===== config.mk =====
export PLATFORM = sky130hd
export DESIGN_NAME = sc_regfile_muxx_flat
export DESIGN_NICKNAME = d
export VERILOG_FILES = /design/src/rtl/sc_regfile_muxx_if.sv /design/src/rtl/sc_regfile_muxx.sv /design/src/flat_wrapper.sv
export SDC_FILE = /design/constraint.sdc
export NUM_CORES = 2
export LEC_CHECK = 0
export CAP_MARGIN = 0
export CORE_MARGIN = 8
export CORE_UTILIZATION = 50
export CTS_BUF_LIST = sky130_fd_sc_hd__clkbuf_2
export DETAILED_ROUTE_END_ITERATION = 12
export PLACE_DENSITY = 0.68
export SKIP_CTS_REPAIR_TIMING = 1
export SYNTH_ARGS = -nofsm -noshare
export SYNTH_HDL_FRONTEND = slang
export SYNTH_SLANG_ARGS = --single-unit

===== constraint.sdc =====
create_clock -name SC_REGFILE_CLOCK_50 -period 34.3 [get_ports SC_REGFILE_CLOCK_50]
set_input_delay 6.86 -clock SC_REGFILE_CLOCK_50 [delete_from_list [all_inputs] [get_ports SC_REGFILE_CLOCK_50]]
set_output_delay 6.86 -clock SC_REGFILE_CLOCK_50 [all_outputs]
set_load 0.005 [all_outputs]

===== src/rtl/sc_regfile_muxx_if.sv =====
// ---------------------------------------------------------------------------
// sc_regfile_muxx_if
// Bus bundle for the sc_regfile_muxx register file. It carries one write port
// (C) and two read ports (A, B). Each read port picks its register index from
// either an instruction-field (scratchpad) address or an MIR address.
//
// Modports:
//   master - the controller side. It drives the write/read requests and
//            observes the read data and status.
//   slave  - the register file side. It receives the requests and drives the
//            read data, Valid_Out and AddrError_Out.
//
// Signals:
//   SC_REGFILE_WriteEn_In / WriteAddr_InBus / WriteData_InBus  write port C
//   SC_REGFILE_ReadEn_In                                       read launch (A and B)
//   SC_REGFILE_{A,B}_Select_In                                 0 = scratchpad, 1 = MIR
//   SC_REGFILE_{A,B}_ScratchpadSelection_InBus                 instruction-field index
//   SC_REGFILE_{A,B}_MIRSelection_InBus                        MIR-field index
//   SC_REGFILE_{A,B}_data_OutBus                               registered read data
//   SC_REGFILE_Valid_Out                                       read data valid
//   SC_REGFILE_AddrError_Out                                   sticky bad-address flag
// ---------------------------------------------------------------------------
interface sc_regfile_muxx_if #(
  parameter int DATAWIDTH_BUS                  = 32,
  parameter int DATAWIDTH_SCRATCHPAD_SELECTION = 5,
  parameter int DATAWIDTH_MIR_SELECTION        = 6
);
  logic                                      SC_REGFILE_WriteEn_In;
  logic [DATAWIDTH_MIR_SELECTION-1:0]        SC_REGFILE_WriteAddr_InBus;
  logic [DATAWIDTH_BUS-1:0]                  SC_REGFILE_WriteData_InBus;
  logic                                      SC_REGFILE_ReadEn_In;
  logic                                      SC_REGFILE_A_Select_In;
  logic                                      SC_REGFILE_B_Select_In;
  logic [DATAWIDTH_SCRATCHPAD_SELECTION-1:0] SC_REGFILE_A_ScratchpadSelection_InBus;
  logic [DATAWIDTH_SCRATCHPAD_SELECTION-1:0] SC_REGFILE_B_ScratchpadSelection_InBus;
  logic [DATAWIDTH_MIR_SELECTION-1:0]        SC_REGFILE_A_MIRSelection_InBus;
  logic [DATAWIDTH_MIR_SELECTION-1:0]        SC_REGFILE_B_MIRSelection_InBus;
  logic [DATAWIDTH_BUS-1:0]                  SC_REGFILE_A_data_OutBus;
  logic [DATAWIDTH_BUS-1:0]                  SC_REGFILE_B_data_OutBus;
  logic                                      SC_REGFILE_Valid_Out;
  logic                                      SC_REGFILE_AddrError_Out;

  modport master (
    output SC_REGFILE_WriteEn_In, SC_REGFILE_WriteAddr_InBus, SC_REGFILE_WriteData_InBus,
    output SC_REGFILE_ReadEn_In,
    output SC_REGFILE_A_Select_In, SC_REGFILE_B_Select_In,
    output SC_REGFILE_A_ScratchpadSelection_InBus, SC_REGFILE_B_ScratchpadSelection_InBus,
    output SC_REGFILE_A_MIRSelection_InBus, SC_REGFILE_B_MIRSelection_InBus,
    input  SC_REGFILE_A_data_OutBus, SC_REGFILE_B_data_OutBus,
    input  SC_REGFILE_Valid_Out, SC_REGFILE_AddrError_Out
  );

  modport slave (
    input  SC_REGFILE_WriteEn_In, SC_REGFILE_WriteAddr_InBus, SC_REGFILE_WriteData_InBus,
    input  SC_REGFILE_ReadEn_In,
    input  SC_REGFILE_A_Select_In, SC_REGFILE_B_Select_In,
    input  SC_REGFILE_A_ScratchpadSelection_InBus, SC_REGFILE_B_ScratchpadSelection_InBus,
    input  SC_REGFILE_A_MIRSelection_InBus, SC_REGFILE_B_MIRSelection_InBus,
    output SC_REGFILE_A_data_OutBus, SC_REGFILE_B_data_OutBus,
    output SC_REGFILE_Valid_Out, SC_REGFILE_AddrError_Out
  );
endinterface


===== src/rtl/sc_regfile_muxx.sv =====
// ---------------------------------------------------------------------------
// sc_regfile_muxx
// A register file with NUM_REGS entries, one write port and two read ports.
// Register 0 is hard-wired to zero. Reads have a latency of one cycle, and
// the outputs hold their value while no read is requested. If a read and a
// write hit the same register on the same edge, the read returns the new
// write data (write-first). An out-of-range read index returns zero. Any
// out-of-range read or write index sets a sticky error flag, and only reset
// clears it.
//
// Ports:
//   SC_REGFILE_CLOCK_50      clock; all state changes on the rising edge
//   SC_REGFILE_RESET_InHigh  asynchronous active-high reset; clears all state
//   bus                      sc_regfile_muxx_if.slave (write port, read ports, status)
// ---------------------------------------------------------------------------
module sc_regfile_muxx #(
  parameter int DATAWIDTH_BUS                  = 32,
  parameter int NUM_REGS                       = 16,
  parameter int DATAWIDTH_SCRATCHPAD_SELECTION = 5,
  parameter int DATAWIDTH_MIR_SELECTION        = 6
) (
  input  logic                SC_REGFILE_CLOCK_50,
  input  logic                SC_REGFILE_RESET_InHigh,
  sc_regfile_muxx_if.slave    bus
);

  // Number of address bits needed to index the physical array. The range
  // check is done on the full-width index, so the dropped upper bits are
  // never needed to pick a register.
  localparam int IDX_W = (NUM_REGS > 2) ? $clog2(NUM_REGS) : 1;

  typedef logic [DATAWIDTH_MIR_SELECTION-1:0] idx_t;
  typedef logic [DATAWIDTH_BUS-1:0]           data_t;

  data_t r_regs [NUM_REGS];
  data_t r_a_data;
  data_t r_b_data;
  logic  r_valid;
  logic  r_addr_error;

  idx_t  w_a_idx;
  idx_t  w_b_idx;
  logic  w_a_oob;
  logic  w_b_oob;
  logic  w_wr_oob;
  logic  w_wr_legal;
  data_t w_a_stored;
  data_t w_b_stored;
  data_t w_a_next;
  data_t w_b_next;

  // The compare is done at 32 bits, so NUM_REGS == 2**DATAWIDTH_MIR_SELECTION
  // does not wrap to zero.
  function automatic logic in_range(input idx_t idx);
    return 32'(idx) < 32'(NUM_REGS);
  endfunction

  // Read-port value. Out-of-range indices and index 0 read as zero. A legal
  // write to the same index on this edge is forwarded.
  function automatic data_t read_port(input idx_t  idx,
                                      input data_t stored,
                                      input logic  wr_legal,
                                      input idx_t  wr_idx,
                                      input data_t wr_data);
    data_t v;
    v = '0;
    if (in_range(idx) && idx != '0) begin
      v = (wr_legal && wr_idx == idx) ? wr_data : stored;
    end
    return v;
  endfunction

  // A scratchpad index is zero-extended to the width of an MIR index.
  assign w_a_idx = bus.SC_REGFILE_A_Select_In ? bus.SC_REGFILE_A_MIRSelection_InBus
                 : idx_t'(bus.SC_REGFILE_A_ScratchpadSelection_InBus);
  assign w_b_idx = bus.SC_REGFILE_B_Select_In ? bus.SC_REGFILE_B_MIRSelection_InBus
                 : idx_t'(bus.SC_REGFILE_B_ScratchpadSelection_InBus);

  assign w_a_oob  = !in_range(w_a_idx);
  assign w_b_oob  = !in_range(w_b_idx);
  assign w_wr_oob = !in_range(bus.SC_REGFILE_WriteAddr_InBus);

  // A write to index 0 is a legal no-op. It is dropped here and is not
  // flagged as an error.
  assign w_wr_legal = bus.SC_REGFILE_WriteEn_In && !w_wr_oob
                    && (bus.SC_REGFILE_WriteAddr_InBus != '0);

  assign w_a_stored = r_regs[w_a_idx[IDX_W-1:0]];
  assign w_b_stored = r_regs[w_b_idx[IDX_W-1:0]];

  // NOTE: every output of a combinational block gets a value on every path.
  // Here the function's first statement is the default, so no latch can be
  // inferred.
  always_comb begin
    w_a_next = read_port(w_a_idx, w_a_stored, w_wr_legal,
                         bus.SC_REGFILE_WriteAddr_InBus, bus.SC_REGFILE_WriteData_InBus);
    w_b_next = read_port(w_b_idx, w_b_stored, w_wr_legal,
                         bus.SC_REGFILE_WriteAddr_InBus, bus.SC_REGFILE_WriteData_InBus);
  end

  // NOTE: sequential state uses non-blocking assignments only. All registers
  // then sample pre-edge values, and the order of the statements does not
  // matter.
  always_ff @(posedge SC_REGFILE_CLOCK_50 or posedge SC_REGFILE_RESET_InHigh) begin
    if (SC_REGFILE_RESET_InHigh) begin
      // NOTE: the whole array is reset on purpose. After reset, every
      // register must read as zero, so the array is built from flops, not
      // from an inferred RAM.
      for (int i = 0; i < NUM_REGS; i++) begin
        r_regs[i] <= '0;
      end
      r_a_data     <= '0;
      r_b_data     <= '0;
      r_valid      <= 1'b0;
      r_addr_error <= 1'b0;
    end else begin
      if (w_wr_legal) begin
        r_regs[bus.SC_REGFILE_WriteAddr_InBus[IDX_W-1:0]] <= bus.SC_REGFILE_WriteData_InBus;
      end

      r_valid <= bus.SC_REGFILE_ReadEn_In;
      if (bus.SC_REGFILE_ReadEn_In) begin
        r_a_data <= w_a_next;
        r_b_data <= w_b_next;
      end

      // Sticky: this path can set the flag but never clears it.
      if ((bus.SC_REGFILE_ReadEn_In && (w_a_oob || w_b_oob)) ||
          (bus.SC_REGFILE_WriteEn_In && w_wr_oob)) begin
        r_addr_error <= 1'b1;
      end
    end
  end

  assign bus.SC_REGFILE_A_data_OutBus = r_a_data;
  assign bus.SC_REGFILE_B_data_OutBus = r_b_data;
  assign bus.SC_REGFILE_Valid_Out     = r_valid;
  assign bus.SC_REGFILE_AddrError_Out = r_addr_error;

endmodule


===== src/flat_wrapper.sv =====
// flat-port wrapper written by rule: the top's interface ports become plain ports
module sc_regfile_muxx_flat 
#(
  parameter int DATAWIDTH_BUS                  = 32,
  parameter int NUM_REGS                       = 16,
  parameter int DATAWIDTH_SCRATCHPAD_SELECTION = 5,
  parameter int DATAWIDTH_MIR_SELECTION        = 6
)
  (SC_REGFILE_CLOCK_50, SC_REGFILE_RESET_InHigh, bus_SC_REGFILE_WriteEn_In, bus_SC_REGFILE_WriteAddr_InBus, bus_SC_REGFILE_WriteData_InBus, bus_SC_REGFILE_ReadEn_In, bus_SC_REGFILE_A_Select_In, bus_SC_REGFILE_B_Select_In, bus_SC_REGFILE_A_ScratchpadSelection_InBus, bus_SC_REGFILE_B_ScratchpadSelection_InBus, bus_SC_REGFILE_A_MIRSelection_InBus, bus_SC_REGFILE_B_MIRSelection_InBus, bus_SC_REGFILE_A_data_OutBus, bus_SC_REGFILE_B_data_OutBus, bus_SC_REGFILE_Valid_Out, bus_SC_REGFILE_AddrError_Out);
  sc_regfile_muxx_if #(.DATAWIDTH_BUS(DATAWIDTH_BUS), .DATAWIDTH_SCRATCHPAD_SELECTION(DATAWIDTH_SCRATCHPAD_SELECTION), .DATAWIDTH_MIR_SELECTION(DATAWIDTH_MIR_SELECTION)) bus_i ();
  input  logic SC_REGFILE_CLOCK_50;
  input  logic SC_REGFILE_RESET_InHigh;
  input wire logic [$bits(bus_i.SC_REGFILE_WriteEn_In)-1:0] bus_SC_REGFILE_WriteEn_In;
  input wire logic [$bits(bus_i.SC_REGFILE_WriteAddr_InBus)-1:0] bus_SC_REGFILE_WriteAddr_InBus;
  input wire logic [$bits(bus_i.SC_REGFILE_WriteData_InBus)-1:0] bus_SC_REGFILE_WriteData_InBus;
  input wire logic [$bits(bus_i.SC_REGFILE_ReadEn_In)-1:0] bus_SC_REGFILE_ReadEn_In;
  input wire logic [$bits(bus_i.SC_REGFILE_A_Select_In)-1:0] bus_SC_REGFILE_A_Select_In;
  input wire logic [$bits(bus_i.SC_REGFILE_B_Select_In)-1:0] bus_SC_REGFILE_B_Select_In;
  input wire logic [$bits(bus_i.SC_REGFILE_A_ScratchpadSelection_InBus)-1:0] bus_SC_REGFILE_A_ScratchpadSelection_InBus;
  input wire logic [$bits(bus_i.SC_REGFILE_B_ScratchpadSelection_InBus)-1:0] bus_SC_REGFILE_B_ScratchpadSelection_InBus;
  input wire logic [$bits(bus_i.SC_REGFILE_A_MIRSelection_InBus)-1:0] bus_SC_REGFILE_A_MIRSelection_InBus;
  input wire logic [$bits(bus_i.SC_REGFILE_B_MIRSelection_InBus)-1:0] bus_SC_REGFILE_B_MIRSelection_InBus;
  output wire logic [$bits(bus_i.SC_REGFILE_A_data_OutBus)-1:0] bus_SC_REGFILE_A_data_OutBus;
  output wire logic [$bits(bus_i.SC_REGFILE_B_data_OutBus)-1:0] bus_SC_REGFILE_B_data_OutBus;
  output wire logic [$bits(bus_i.SC_REGFILE_Valid_Out)-1:0] bus_SC_REGFILE_Valid_Out;
  output wire logic [$bits(bus_i.SC_REGFILE_AddrError_Out)-1:0] bus_SC_REGFILE_AddrError_Out;
  assign bus_i.SC_REGFILE_WriteEn_In = bus_SC_REGFILE_WriteEn_In;
  assign bus_i.SC_REGFILE_WriteAddr_InBus = bus_SC_REGFILE_WriteAddr_InBus;
  assign bus_i.SC_REGFILE_WriteData_InBus = bus_SC_REGFILE_WriteData_InBus;
  assign bus_i.SC_REGFILE_ReadEn_In = bus_SC_REGFILE_ReadEn_In;
  assign bus_i.SC_REGFILE_A_Select_In = bus_SC_REGFILE_A_Select_In;
  assign bus_i.SC_REGFILE_B_Select_In = bus_SC_REGFILE_B_Select_In;
  assign bus_i.SC_REGFILE_A_ScratchpadSelection_InBus = bus_SC_REGFILE_A_ScratchpadSelection_InBus;
  assign bus_i.SC_REGFILE_B_ScratchpadSelection_InBus = bus_SC_REGFILE_B_ScratchpadSelection_InBus;
  assign bus_i.SC_REGFILE_A_MIRSelection_InBus = bus_SC_REGFILE_A_MIRSelection_InBus;
  assign bus_i.SC_REGFILE_B_MIRSelection_InBus = bus_SC_REGFILE_B_MIRSelection_InBus;
  assign bus_SC_REGFILE_A_data_OutBus = bus_i.SC_REGFILE_A_data_OutBus;
  assign bus_SC_REGFILE_B_data_OutBus = bus_i.SC_REGFILE_B_data_OutBus;
  assign bus_SC_REGFILE_Valid_Out = bus_i.SC_REGFILE_Valid_Out;
  assign bus_SC_REGFILE_AddrError_Out = bus_i.SC_REGFILE_AddrError_Out;
  sc_regfile_muxx #(.DATAWIDTH_BUS(DATAWIDTH_BUS), .NUM_REGS(NUM_REGS), .DATAWIDTH_SCRATCHPAD_SELECTION(DATAWIDTH_SCRATCHPAD_SELECTION), .DATAWIDTH_MIR_SELECTION(DATAWIDTH_MIR_SELECTION)) u_core (.SC_REGFILE_CLOCK_50(SC_REGFILE_CLOCK_50), .SC_REGFILE_RESET_InHigh(SC_REGFILE_RESET_InHigh), .bus(bus_i));
endmodule

==> impl_metrics.toml <==
[power]
comb_power_share_pct = 21.0
clock_power_share_pct = 28.9
internal_power_mw = 1.11
cellLeakagePower_nw = 15.9
vdd_drop_max_uv = 23.6
swShare_pct = 33.1
p_seq_share_pct = 50.0
p_per_area_nw_per_um2 = 47.2
switchingPower_mw = 0.551

[global_routing]
grt.total_usage_pct = 28.4
met3_usage_pct = 8.00
grt_pass1_wl_um = 163000
grt_remaining_overflow = 0
grt_max_degree = 124
antenna_found_initial = 5
grt_pass1_vias = 27846
met2_usage_pct = 43.5
top_usage_layer = "met2"
grt.met1_usage_pct = 36.2

[status]
status = "complete, no violations"

[sta]
worst_pin_slew_ps = 1280
clock_skew_ps = 88.5
fin_crit_sh_pct = 30.1
rsz0062_at_grt = "no"
clock.fmax_mhz = 96.9
relSlewSlack_pct = 14.2
finalMaxSlewViolations = 0
setup_viol = 0
fin_tns_setup_ps = 0
hold_viol = 0
period_minus_slack_ps = 10320

[clock_tree]
clockBufferDepth = 3
clkLatencyLatePin_ps = 1370
cts_root_buffer = "clkbuf_2"
numCtsBuffers = 151
cts_sinks = 578
cts_tree = "done"
path_clk_slew_ps = 110
htree_num_levels = 4

[synth]
synth_fp_nets = 3243
synth_cell_type_count = 62
synthArstFlopShare_pct = 100
yosys_warnings = 0
synthCells = 3177
synthFlopType = "dfrtp_1"
postSynthAreaPerCell_um2 = 10.2
netlist_area_um2 = 32300
ys_ff_latch = 578
yosysSeqAreaShare_pct = 44.8
synth-edff-count = 0

[layout]
fill_cells = 5580
regArea_um2 = 14500
layout_commonest_cell = "dfrtp_1"
multi_input_comb_area_um2 = 16500
drive_gt1_share_pct = 25.8
syn_to_final_growth_pct = 8.95
nNetsFinal = 3249
layout_common_cells = "578 x dfrtp_1, 489 x nand2_1, 484 x mux2_2"
final_area_um2 = 35200

[floorplan]
start_util_pct = 50.3
ios = 132
coreArea_um2 = 64200
row_count = 93
die_h_um = 270
die_area_um2 = 73000
die_w_um = 270

[critical_path]
worst-path-max-fanout = 76
cp-end-kind = "flip-flop"
cp.arrival_ps = 11600
worst-r2r-setup-slack_ps = 32210
required_ps = 35580
crit_type = "in2reg"
setup.worst_path.start_class = "input pin"

[placed_design]
routabilityCongestion = 0.855
placed_area_um2 = 33900
io_buffers = 131
dpl.hpwl_um = 57400

[worst_hold_path]
hold_class = "reg2reg"

[route]
drc = 0
drtPass1Iterations = 6
viasPerCell = 6.63
drtIter0Drc = 3570
ant_nets = 0
num_vias = 27439
wl_per_cell_um = 25.8
routed_wl_um = 107000

[flow_run]
maxCapViolCount = 0
-- cell type report --
class                           count  share of cell area (%)
Clock buffer                      219                    3.11
Inverter                           46                   0.515
Timing Repair Buffer              188                    4.91
Sequential cell                   578                    41.1
Antenna cell                        7                  0.0498
Clock inverter                     25                   0.508
Tap cell                          855                    3.04
Multi-Input combinational cell   2218                    46.8
-- metal layers --
metal	routed length, µm	part of all wire (%)	up-vias
li1	-	-	11682
met1	41700	39	13573
met2	48000	45	1756
met3	11400	11	428
met4	5420	5.1	0
met5	0	0	-
-- stage by stage --
step | hold slack, ps | cells | utilization, % | setup slack [ps] | power, mW
2_1_floorplan | 445 | 3177 | - | 11270 | 1.07
3_3_place_gp | 383 | 3885 | 52.8 | 22910 | 1.17
3_5_place_dp | 384 | 3885 | 52.8 | 22700 | 1.19
4_1_cts | 406 | 4129 | 54.8 | 24210 | 1.67
5_1_grt | 422 | 4134 | 54.8 | 23910 | 1.75
6_report | 407 | 4136 | 54.8 | 23980 | 1.66
-- critical path: stages --
cell	delay (ps)
clkdlybuf4s50_1	460
buf_4	330
mux2_8	680
buf_4	930
buf_4	880
mux2i_1	200
mux4_2	480
a2111oi_0	450
a221o_1	180
-- state kept, by name, indices dropped and copies added (netlist names) --
register                             cells
u_core.bus.SC_REGFILE_A_data_OutBus     32
u_core.r_regs                          512
u_core.bus.SC_REGFILE_B_data_OutBus     32
u_core.bus.SC_REGFILE_Valid_Out          1
u_core.bus.SC_REGFILE_AddrError_Out      1
-- path summary, 6_finish.rpt --
path / from / to / cells past startpoint
max in group asynchronous: SC_REGFILE_RESET_InHigh / u_core.r_regs[375] / 4
hold / removal: u_core.r_regs[507] / u_core.r_regs[507] / 0
min in group asynchronous: SC_REGFILE_RESET_InHigh / u_core.r_regs[306] / 2
hold reg to reg: u_core.r_regs[507] / u_core.r_regs[507] / 0
setup reg to reg: u_core.r_regs[224] / u_core.bus.SC_REGFILE_A_data_OutBus[0] / 4
setup / recovery: bus_SC_REGFILE_A_Select_In / u_core.bus.SC_REGFILE_A_data_OutBus[13] / 9
-- power groups by stage --
| stage | logic (mW) | clock network (mW) | registers, mW |
|---|---|---|---|
| 3_3_place_gp | 0.333 | 0 | 0.836 |
| 4_1_cts | 0.346 | 0.491 | 0.829 |
| 6_report | 0.350 | 0.481 | 0.832 |
| 2_1_floorplan | 0.246 | 0 | 0.823 |
| 3_5_place_dp | 0.344 | 0 | 0.842 |
| 5_1_grt | 0.378 | 0.527 | 0.841 |
-- logic make-up (layout without fill, tap and decap cells) --
family / Yosys count / count (layout) / share of synthesized area (%)
AO/OA/AOI/OAI: 756 / 756 / 15.5
XOR/XNOR: 6 / 6 / 0.163
buffers and inverters: 381 / 478 / 4.96
flip-flops: 578 / 578 / 44.8
multiplexers: 683 / 683 / 24.5
other: 0 / 7 / 0
AND/OR/NAND/NOR: 773 / 773 / 10.2
-- Yosys cell counts, types with 4 or more instances --
cell type / number / area (µm²)
inv_1: 45 / 169
o2111ai_1: 6 / 52.6
a211o_1: 5 / 43.8
dfrtp_1: 578 / 14500
clkbuf_4: 6 / 45.0
buf_2: 52 / 260
o311ai_0: 5 / 43.8
nand3_1: 221 / 1110
a211oi_1: 46 / 345
a221o_1: 34 / 340
nand2_1: 495 / 1860
xnor2_1: 5 / 43.8
a221oi_1: 12 / 105
o21ai_0: 126 / 631
a21oi_1: 206 / 1030
o211ai_1: 71 / 533
nor2_1: 15 / 56.3
clkbuf_1: 227 / 852
nor2b_1: 5 / 31.3
a22oi_1: 32 / 240
o22ai_1: 33 / 206
nand2b_1: 9 / 56.3
buf_1: 40 / 150
mux2_2: 486 / 5470
a21o_1: 45 / 338
o221ai_1: 7 / 61.3
mux2_1: 20 / 225
and2_1: 5 / 31.3
nor3_1: 9 / 45.0
o21ai_1: 8 / 40.0
a2111oi_0: 30 / 263
a31oi_1: 24 / 150
o31ai_1: 22 / 165
mux4_2: 35 / 788
mux2i_1: 141 / 1410
o211a_1: 21 / 210
a21boi_0: 4 / 30.0
Note: power is estimated with default switching activity, not from simulation.
